**config.mk**
```make
export PLATFORM = sky130hd
export DESIGN_NAME = spi_word_slave
export DESIGN_NICKNAME = d
export VERILOG_FILES = /design/src/rtl/spi_word_slave.sv
export SDC_FILE = /design/constraint.sdc
export NUM_CORES = 1
export LEC_CHECK = 0
export ABC_AREA = 1
export BUFFER_PORTS_ARGS = -buffer_cell sky130_fd_sc_hd__buf_2
export CAP_MARGIN = 15
export CELL_PAD_IN_SITES_DETAIL_PLACEMENT = 0
export CELL_PAD_IN_SITES_GLOBAL_PLACEMENT = 1
export CORE_MARGIN = 2
export CORE_UTILIZATION = 36
export DETAILED_ROUTE_END_ITERATION = 16
export MAX_ROUTING_LAYER = met4
export PLACE_DENSITY = 0.74
export SYNTH_ARGS = -nofsm -noshare
export SYNTH_HDL_FRONTEND = slang
export SYNTH_SLANG_ARGS = --single-unit
export TNS_END_PERCENT = 10
```
**constraint.sdc**
```tcl
create_clock -name clk -period 1.35 [get_ports clk]
set_input_delay 0.0675 -clock clk [delete_from_list [all_inputs] [get_ports clk]]
set_output_delay 0.0675 -clock clk [all_outputs]
set_load 0.05 [all_outputs]
```
**src/rtl/spi_word_slave.sv**
```systemverilog
// rtl/spi_word_slave.sv - Mode-3 SPI 16-bit word slave; TX holding register enabled by SPI_SLAVE_TXBUF_EN
module spi_word_slave #(
    parameter int SYNC_STAGES = 2
) (
    input  logic        clk,
    input  logic        rst,
    input  logic        CS,
    input  logic        SCK,
    input  logic        MOSI,
    output logic        MISO,
    output logic [15:0] rx_data,
    output logic        rx_valid,
    input  logic [15:0] tx_data,
    input  logic        tx_valid,
    output logic        tx_ready,
    output logic        frame_active,
    output logic        word_start,
    output logic        tx_underrun,
    output logic        partial_drop
);
    localparam logic [1:0] IDLE  = 2'd0;
    localparam logic [1:0] ARMED = 2'd1;
    localparam logic [1:0] SHIFT = 2'd2;

    logic [SYNC_STAGES-1:0] cs_sr, sck_sr, mosi_sr;
    logic                   cs_h, sck_h;
    logic                   cs_s, sck_s, mosi_s;
    logic                   cs_fall, cs_rise, sck_fall, sck_rise;
    logic [1:0]             state;
    logic [3:0]             bit_cnt;
    logic [14:0]            rx_shift;
    logic [14:0]            tx_shift;
    logic                   word_load;
    logic                   load_empty;
    logic [15:0]            load_word;

    // Synchronisers carry no reset so CS held low across rst never looks like a fresh falling edge.
    always_ff @(posedge clk) begin
        cs_sr   <= {cs_sr[SYNC_STAGES-2:0], CS};
        sck_sr  <= {sck_sr[SYNC_STAGES-2:0], SCK};
        mosi_sr <= {mosi_sr[SYNC_STAGES-2:0], MOSI};
        cs_h    <= cs_sr[SYNC_STAGES-1];
        sck_h   <= sck_sr[SYNC_STAGES-1];
    end

    assign cs_s     = cs_sr[SYNC_STAGES-1];
    assign sck_s    = sck_sr[SYNC_STAGES-1];
    assign mosi_s   = mosi_sr[SYNC_STAGES-1];
    assign cs_fall  = ~cs_s & cs_h;
    assign cs_rise  = cs_s & ~cs_h;
    assign sck_fall = ~sck_s & sck_h;
    assign sck_rise = sck_s & ~sck_h;

    assign word_load = (state != IDLE) && !cs_rise && sck_fall && (bit_cnt == 4'd0);

`ifdef SPI_SLAVE_TXBUF_EN
    logic        hold_full;
    logic [15:0] hold_data;

    assign tx_ready = ~hold_full;

    // An empty register with a same-cycle write forwards tx_data straight into the word.
    always_comb begin
        load_word  = 16'h0000;
        load_empty = 1'b0;
        if (hold_full) begin
            load_word = hold_data;
        end else if (tx_valid) begin
            load_word = tx_data;
        end else begin
            load_empty = 1'b1;
        end
    end

    always_ff @(posedge clk) begin
        if (rst) begin
            hold_full <= 1'b0;
            hold_data <= 16'h0000;
        end else if (word_load) begin
            hold_full <= 1'b0;
        end else if (tx_valid && !hold_full) begin
            hold_full <= 1'b1;
            hold_data <= tx_data;
        end
    end
`else
    logic unused_tx_valid;

    assign unused_tx_valid = tx_valid;
    assign tx_ready        = 1'b1;
    assign load_word       = tx_data;
    assign load_empty      = 1'b0;
`endif

    always_ff @(posedge clk) begin
        if (rst) begin
            state        <= IDLE;
            bit_cnt      <= 4'd0;
            rx_shift     <= 15'd0;
            tx_shift     <= 15'd0;
            rx_data      <= 16'h0000;
            rx_valid     <= 1'b0;
            MISO         <= 1'b0;
            frame_active <= 1'b0;
            word_start   <= 1'b0;
            tx_underrun  <= 1'b0;
            partial_drop <= 1'b0;
        end else begin
            rx_valid     <= 1'b0;
            word_start   <= 1'b0;
            tx_underrun  <= 1'b0;
            partial_drop <= 1'b0;
            frame_active <= ~cs_s;
            if (cs_rise) begin
                state        <= IDLE;
                bit_cnt      <= 4'd0;
                MISO         <= 1'b0;
                partial_drop <= (bit_cnt != 4'd0);
            end else if (state == IDLE) begin
                if (cs_fall) begin
                    state   <= ARMED;
                    bit_cnt <= 4'd0;
                end
            end else begin
                if (word_load) begin
                    MISO        <= load_word[15];
                    tx_shift    <= load_word[14:0];
                    word_start  <= 1'b1;
                    tx_underrun <= load_empty;
                end else if (sck_fall) begin
                    MISO     <= tx_shift[14];
                    tx_shift <= {tx_shift[13:0], 1'b0};
                end
                if (sck_rise) begin
                    rx_shift <= {rx_shift[13:0], mosi_s};
                    bit_cnt  <= bit_cnt + 4'd1;
                    if (bit_cnt == 4'd15) begin
                        rx_data  <= {rx_shift, mosi_s};
                        rx_valid <= 1'b1;
                        state    <= ARMED;
                    end else begin
                        state <= SHIFT;
                    end
                end
            end
        end
    end
endmodule

```
# After elaboration in Yosys (flattened, before gate mapping)
# Index checks and enable logic that the tools add are counted.
totals:
  reg_bits: 65
  inputBits: 22
  out_inout_bits: 23
classes:
  n_reduce_logical: 19
  n_eq_ne: 2
  bitwise: 11
  n_mux: 13
  add_sub_neg: 1
op_table:
  columns: ["operator", "n"]
  rows:
  - ["2-to-1 mux 15 bit", 2]
  - ["2-to-1 mux 4 bit", 3]
  - ["2-to-1 mux 2 bit", 4]
  - ["NOT 1 bit", 7]
  - ["AND reduction 3 bit", 2]
  - ["nonzero test 2 bit", 3]
  - ["adder 4 x 1 -> 4 bit, second input constant", 1]
  - ["AND 1 bit", 4]
  - ["== test 4 bit, second input constant", 1]
  - ["logical NOT 4 bit", 1]
  - ["2-to-1 mux 1 bit", 4]
  - ["AND reduction 2 bit", 2]
  - ["AND reduction 4 bit", 1]
  - ["nonzero test 4 bit", 1]
  - ["OR reduction 2 bit", 2]
  - ["OR reduction 4 bit", 1]
  - ["logical AND 1 bit", 3]
  - ["OR reduction 3 bit", 1]
  - ["logical NOT 2 bit", 1]
  - ["!= test 2 bit, second input constant", 1]
  - ["logical NOT 1 bit", 1]

# Longest topological paths before layout
# Gate-level depths: netlist (run 1).
logic_depth:
  ltp_word: 8
  ltp_mapped: 9
  ltp_nobuf: 9

# Worst setup path after synthesis (run 1)
# OpenSTA, ideal clock, no wires.
synth_timing:
  path_kind: "flip-flop to flip-flop"
  startpoint: "register bit_cnt[0]"
  endpoint: "register rx_data[2]"
  arrival_time_ps: 1222
  period_less_slack_ps: 1292
  n_path_buf: 1
  setup_slack_ps: 58
  stages_incl_launch_ff: 9
  cell_sequence: "dfxtp_1 -> ha_1 -> nand2_1 -> nor2_2 -> inv_2 -> nor2_4 -> buf_6 -> nand2_1 -> a21oi_1"
synth_via:
  elab_chain_cells: 2
synth_lines:
  columns: ["item", "line", "source"]
  rows:
  - ["start: declaration", "30", "logic [3:0] bit_cnt;"]
  - ["start signal: assignment", "136", "bit_cnt <= bit_cnt + 4'd1;"]
  - ["== test 4 bit", "137", "if (bit_cnt == 4'd15) begin"]
  - ["AND reduction 4 bit (no source line)", null, null]
  - ["end signal: assignment", "138", "rx_data <= {rx_shift, mosi_s};"]
  - ["end: declaration", "11", "output logic [15:0] rx_data,"]
# No other way between the ends.
# A chain may end at the register's enable or synchronous reset.

# Final worst setup path (run 1)
layout_timing:
  startpoint: "register bit_cnt[1]"
  endpoint: "register rx_data[2]"
# Same word-level chain as after synthesis.

==> results of run 1 <==
[cell families (layout without fill, tap and decap cells)]
group / count (synthesis) / in the layout / share of synthesized area [%]
other cells: 2 / 2 / 0.301
fa+ha+maj: 2 / 2 / 1.00
simple gates: 136 / 136 / 23.0
compound gates: 75 / 75 / 15.1
flops: 65 / 65 / 52.1
buf+inv: 46 / 114 / 8.47
[critical path: stages, from the launching register on]
cell and delay [ns]:
sky130_fd_sc_hd__dfxtp_4 0.38, sky130_fd_sc_hd__ha_4 0.15, sky130_fd_sc_hd__nand2_4 0.06, sky130_fd_sc_hd__nor2_4 0.11
sky130_fd_sc_hd__inv_2 0.06, sky130_fd_sc_hd__nor2_4 0.22, sky130_fd_sc_hd__clkbuf_16 0.19, sky130_fd_sc_hd__nand2_2 0.05
sky130_fd_sc_hd__a21oi_2 0.11
[report_power, final]
part           switching [mW]  leakage [nW]  internal [mW]  total [mW]
registers              0.0177         0.529           1.95        1.97
logic                   0.145         0.787         0.0959       0.241
clock network           0.768         0.137           1.47        2.24
[flip-flops by register name (all words and copies together) (netlist names), 2 cells and up]
name,flops
rx_data,16
rx_shift,15
tx_shift,15
bit_cnt,4
cs_sr,2
mosi_sr,2
sck_sr,2
state,2
[stage by stage]
step | hold WS, ns | setup TNS, ns | worst slack, ns | std cells
after floorplan | 0.0952 | 0 | 0.0579 | 326
after global placement | 0.170 | -0.00224 | -0.00224 | 448
final | 0.0348 | -0.129 | -0.0243 | 474
after global routing | 0.0686 | -2.57 | -0.125 | 474
after CTS | 0.0276 | -0.0477 | -0.00774 | 469
after detailed placement | 0.171 | -0.0803 | -0.0139 | 448
[synth_stat cells, drive strengths merged]
master  instances  area share (%)
nor3            2            0.40
nor2           43             7.7
inv            30             4.5
nand2          77              12
nand4           1            0.25
nand3          13             2.6
a21oi          33             6.6
buf            11             3.2
o21ai          41             8.2
clkbuf          5            0.75
conb            2            0.30
ha              2             1.0
dfxtp          65              52
a31oi           1            0.25
[repair_timing]
action	CTS	global route
pin swaps	2	17
resized for setup	6	31
cloned	1	2
endpoints found under the setup margin	12	44
hold endpoints to repair	4	0
setup buffers	0	3
hold buffers	4	0
[worst paths after layout]
kind | startpoint | endpoint | slack, ns | cells after the start
worst max-delay path | bit_cnt[1] | rx_data[2] | -0.02 | 8
worst min-delay path | tx_data[15] | MISO | 0.03 | 3
worst max register to register | bit_cnt[1] | rx_data[2] | -0.02 | 8
worst min register to register | sck_sr[0] | sck_sr[1] | 0.33 | 0
[layout make-up]
class	count	area share [%]
flip-flops and latches	65	38.6
multi-input cells	215	31.1
repair buffers	68	15.8
clock buffers	10	4.05
clock inverters	6	4.05
inverters	30	3.46
well taps	80	2.95
[per-layer routing]
layer / GRT usage (%) / up-vias
met5: - / -
met4: 7.13 / 0
met3: 3.89 / 9
met2: 22.5 / 42
met1: 20.2 / 991
li1: - / 1167
==> run metrics, run 1 <==
run status=finished with violations; failing checks=negative setup slack; count of antenna diodes in the layout=0; Die Outline Area=7620 µm²; pin count of the biggest net entering global routing=26; maximum level of the CTS H-tree=3; crit path kind=flop to flop; via count of the first global-routing pass=2000; Detailed Place HPWL=3410 µm; critical path peak fanout=5; final core utilization=50.3%; Initial DRC Count=126; number of endpoints failing setup at the final stage=6; initial core utilization=36.9%; setup clock skew after layout=0.00622 ns; aggregate routed wire length=5420 µm; routed wire length per instance=11.4 µm; power density cells=1310 nW/µm²; WL met3=219 µm; share of cells above drive strength 1=27.7%; Synthesized Nets=350; clock tree sinks=65; portion of the clock cycle consumed by the worst path in the final layout=102%; Arr. time, crit path=1.66 ns; area used by multi-input combinational logic=1050 µm²; global-route total usage across every layer=15.5%; total standard cell area after synthesis=2500 µm²; fill cell count=672; Peak VDD IR=0.578 mV; post-place instance area=2890 µm²; Final WS setup=-0.0243 ns; initial antenna violation count=0; floorplan row count=30; fin nets=413; Tot Pwr=4.45 mW; Max Clock Freq=728 MHz; crit start category=flop; Pins Over Slew Limit=0; Leakage=1.45 nW; Max clock buf depth=2; setup repair after global routing missed its margin=true; final number of hold-violating endpoints=0; commonest cells after routing, fill and taps aside=sky130_fd_sc_hd__nand2_1 (71), sky130_fd_sc_hd__dfxtp_1 (61), sky130_fd_sc_hd__buf_2 (41), sky130_fd_sc_hd__nor2_1 (36), sky130_fd_sc_hd__a21oi_1 (31); die outline height=87.3 µm; number of iterations in the first detailed-routing pass=4; register area share after synthesis=52.1%; antenna viol nets, final=0; number of buffers added by the clock tree synthesis step=9; Top Layer Used=met4; first-pass GRT wire length=8950 µm; Data required, critical path=1.63 ns; Std-Cell Core Area=6760 µm²; clock latency of the later-clocked register in the worst-skew pair=0.34 ns; total I/O pin count=45; final non-filler cell area=3400 µm²; Clock transition at path regs=0.08 ns; warning count from the yosys run=0; layout overhead on the synthesized area=36.0%; weighted congestion reported at the end of routability-driven placement=0.802; buffer cell driving the clock tree root=sky130_fd_sc_hd__clkbuf_8; Tightest Hold Check Type=input pin to flop; Routed met1 length=2720 µm; DR WL met2=2400 µm; final global-route overflow total=0; number of maximum-capacitance violations=0; register area=1310 µm²; total of buffers placed on input and output ports=41; post-synthesis average cell area=7.66 µm²; leading cell type in the layout, fill and taps excluded=sky130_fd_sc_hd__nand2_1; #FFs+latches synth=65; vias after detailed routing=2209; number of unique standard cell types used by synthesis=22; final period demand of the worst path=1.37 ns; via density per instance=4.66; gate count after technology mapping=326; TritonCTS clock tree=yes; drc violations=0; horizontal die dimension=87.3 µm; CP endpoint kind=flop
Power figures use the tool's default switching activity.
==> run 2: changes to the inputs <==
==> config.mk (replaced) <==
export PLATFORM = sky130hd
export DESIGN_NAME = spi_word_slave
export DESIGN_NICKNAME = d
export VERILOG_FILES = /design/src/rtl/spi_word_slave.sv
export SDC_FILE = /design/constraint.sdc
export NUM_CORES = 1
export LEC_CHECK = 0
export ABC_AREA = 1
export BUFFER_PORTS_ARGS = -buffer_cell sky130_fd_sc_hd__buf_2
export CELL_PAD_IN_SITES_DETAIL_PLACEMENT = 1
export CELL_PAD_IN_SITES_GLOBAL_PLACEMENT = 2
export CORE_MARGIN = 2
export CORE_UTILIZATION = 28
export DETAILED_ROUTE_END_ITERATION = 16
export MAX_ROUTING_LAYER = met4
export PLACE_DENSITY = 0.73
export SYNTH_ARGS = -nofsm -noshare
export SYNTH_HDL_FRONTEND = slang
export SYNTH_SLANG_ARGS = --single-unit
export TNS_END_PERCENT = 10
==> run metrics, run 2 (synthesis results as in run 1) <==
number of endpoints failing setup at the final stage=0; highest-delay cell along the critical path=sky130_fd_sc_hd__dfxtp_4; final core utilization=39.2%; Max Clock Freq=765 MHz; Clock Power Share=44.8%; sw frac=22.2%; total of buffers placed on input and output ports=41; clock latency of the later-clocked register in the worst-skew pair=0.34 ns; layout overhead on the synthesized area=36.3%; pin count of the biggest net entering global routing=26; via density per instance=4.48; end point of the critical path=rx_data[7]; Peak VDD IR=0.664 mV; count of antenna diodes in the layout=0; Clock transition at path regs=0.07 ns; fin nets=418; number of buffers added by the clock tree synthesis step=9; setup repair after global routing missed its margin=true; number of buffer and inverter stages on the critical path=2; global-route total usage across every layer=14.5%; routed wire length per instance=12.6 µm; Die Outline Area=9690 µm²; crit path kind=flop to flop; Pins Over Slew Limit=0; final non-filler cell area=3400 µm²; FF-to-FF Start=bit_cnt[1]; clock tree sinks=65; area used by multi-input combinational logic=1110 µm²; drc violations=0; maximum level of the CTS H-tree=3; final period demand of the worst path=1.31 ns; Data required, critical path=1.57 ns; aggregate routed wire length=6360 µm; post-route insts no fill=506; setup clock skew after layout=0.00786 ns; initial core utilization=28.8%; CP endpoint kind=flop; floorplan row count=34; power density cells=1180 nW/µm²; Leakage=1.44 nW; critical path launch point=bit_cnt[1]; share of cells above drive strength 1=31.7%; delay of the slowest critical-path stage=0.38 ns; final global-route overflow total=0; commonest cells after routing, fill and taps aside=sky130_fd_sc_hd__nand2_1 (63), sky130_fd_sc_hd__dfxtp_1 (60), sky130_fd_sc_hd__buf_2 (41), sky130_fd_sc_hd__nor2_1 (35); Arr. time, crit path=1.53 ns; vias after detailed routing=2267; Tot Pwr=4.01 mW; hold_ws=0.0100 ns; Sw Pwr=0.890 mW; Detailed Place HPWL=4020 µm; number of maximum-capacitance violations=0; via count of the first global-routing pass=2322; number of iterations in the first detailed-routing pass=4; weighted congestion reported at the end of routability-driven placement=0.789; leading cell type in the layout, fill and taps excluded=sky130_fd_sc_hd__nand2_1; Setup TNS Final=0 ns; portion of total power attributed to combinational logic=6.2%; post-place instance area=2950 µm²; final number of hold-violating endpoints=0; critical path peak fanout=8; Initial DRC Count=44; Final WS setup=0.0421 ns; initial antenna violation count=0; Worst Setup Slack post-DPL=-0.0644 ns; first-pass GRT wire length=10800 µm; share of total power in sequential cells=49.1%; register with the highest flop count=rx_data; register-to-register setup slack=0.04 ns; Max clock buf depth=2; TritonCTS clock tree=yes; kind of cell with the highest combined delay on the critical path=flip-flops; die outline height=98.4 µm; Std-Cell Core Area=8680 µm²; buffer cell driving the clock tree root=sky130_fd_sc_hd__clkbuf_8; run status=complete, no violations; Worst R2R Path Depth=8; largest registers=rx_data: 16 flops, rx_shift: 15 flops, tx_shift: 15 flops; register area=1310 µm²; critical register-to-register path endpoint=rx_data[7]; fill cell count=1088; antenna viol nets, final=0; total I/O pin count=45; portion of the clock cycle consumed by the worst path in the final layout=96.9%; cell depth of the worst setup path=8; cell internal pwr=3.12 mW; flip-flop count of the largest register after layout=16; Tightest Hold Check Type=input pin to flop; crit start category=flop; CP Cell Sequence=ha_4 -> nand2_4 -> nor2_4 -> buf_4 -> nand2_8 -> buf_12 -> nand2_1 -> a21oi_2; cell count after placement=481; horizontal die dimension=98.4 µm
## run 2: how the worst min path moves through the flow
stage,from,end,depth (start not counted)
final,tx_data[0],tx_shift[0],3
after global routing,tx_data[0],tx_shift[0],3
after CTS,tx_data[0],tx_shift[0],3
after detailed placement,MOSI,mosi_sr[0],1
after global placement,MOSI,mosi_sr[0],1
after floorplan,CS,cs_sr[0],0
## run 2: layout make-up
class / instances / area share [%]
Multi-Input combinational cell: 215 / 32.7
Clock buffer: 12 / 4.27
Clock inverter: 3 / 1.91
Sequential cell: 65 / 38.6
Inverter: 30 / 3.53
Tap cell: 108 / 3.97
Timing Repair Buffer: 73 / 15.0
## run 2: timing repair
item	in CTS	in global routing
gates resized for setup	26	38
setup buffers	7	2
hold endpoints to repair	3	0
cloned	3	0
pin swaps	8	20
setup endpoints to repair	23	47
hold buffers	3	0
## run 2: tightest hold or removal path: stages
cell                      delay, ns
sky130_fd_sc_hd__buf_2         0.10
sky130_fd_sc_hd__nand3_1       0.08
sky130_fd_sc_hd__a21oi_1       0.05
## run 2: power groups by stage
stage	combinational, mW	clock [mW]	sequential [mW]
floorplan	0.135	0	2.02
global route	0.281	1.94	1.97
finish	0.248	1.80	1.97
global placement	0.219	0	2.01
detailed placement	0.221	0	2.01
CTS	0.250	1.85	1.97
## run 2: layer usage
layer / routed length [µm] / global-route usage, % / vias up
li1: - / - / 1165
met2: 2920 / 23.6 / 31
met4: 95 / 5.69 / 0
met5: 0 / - / -
met1: 3130 / 16.9 / 1062
met3: 215 / 4.26 / 9
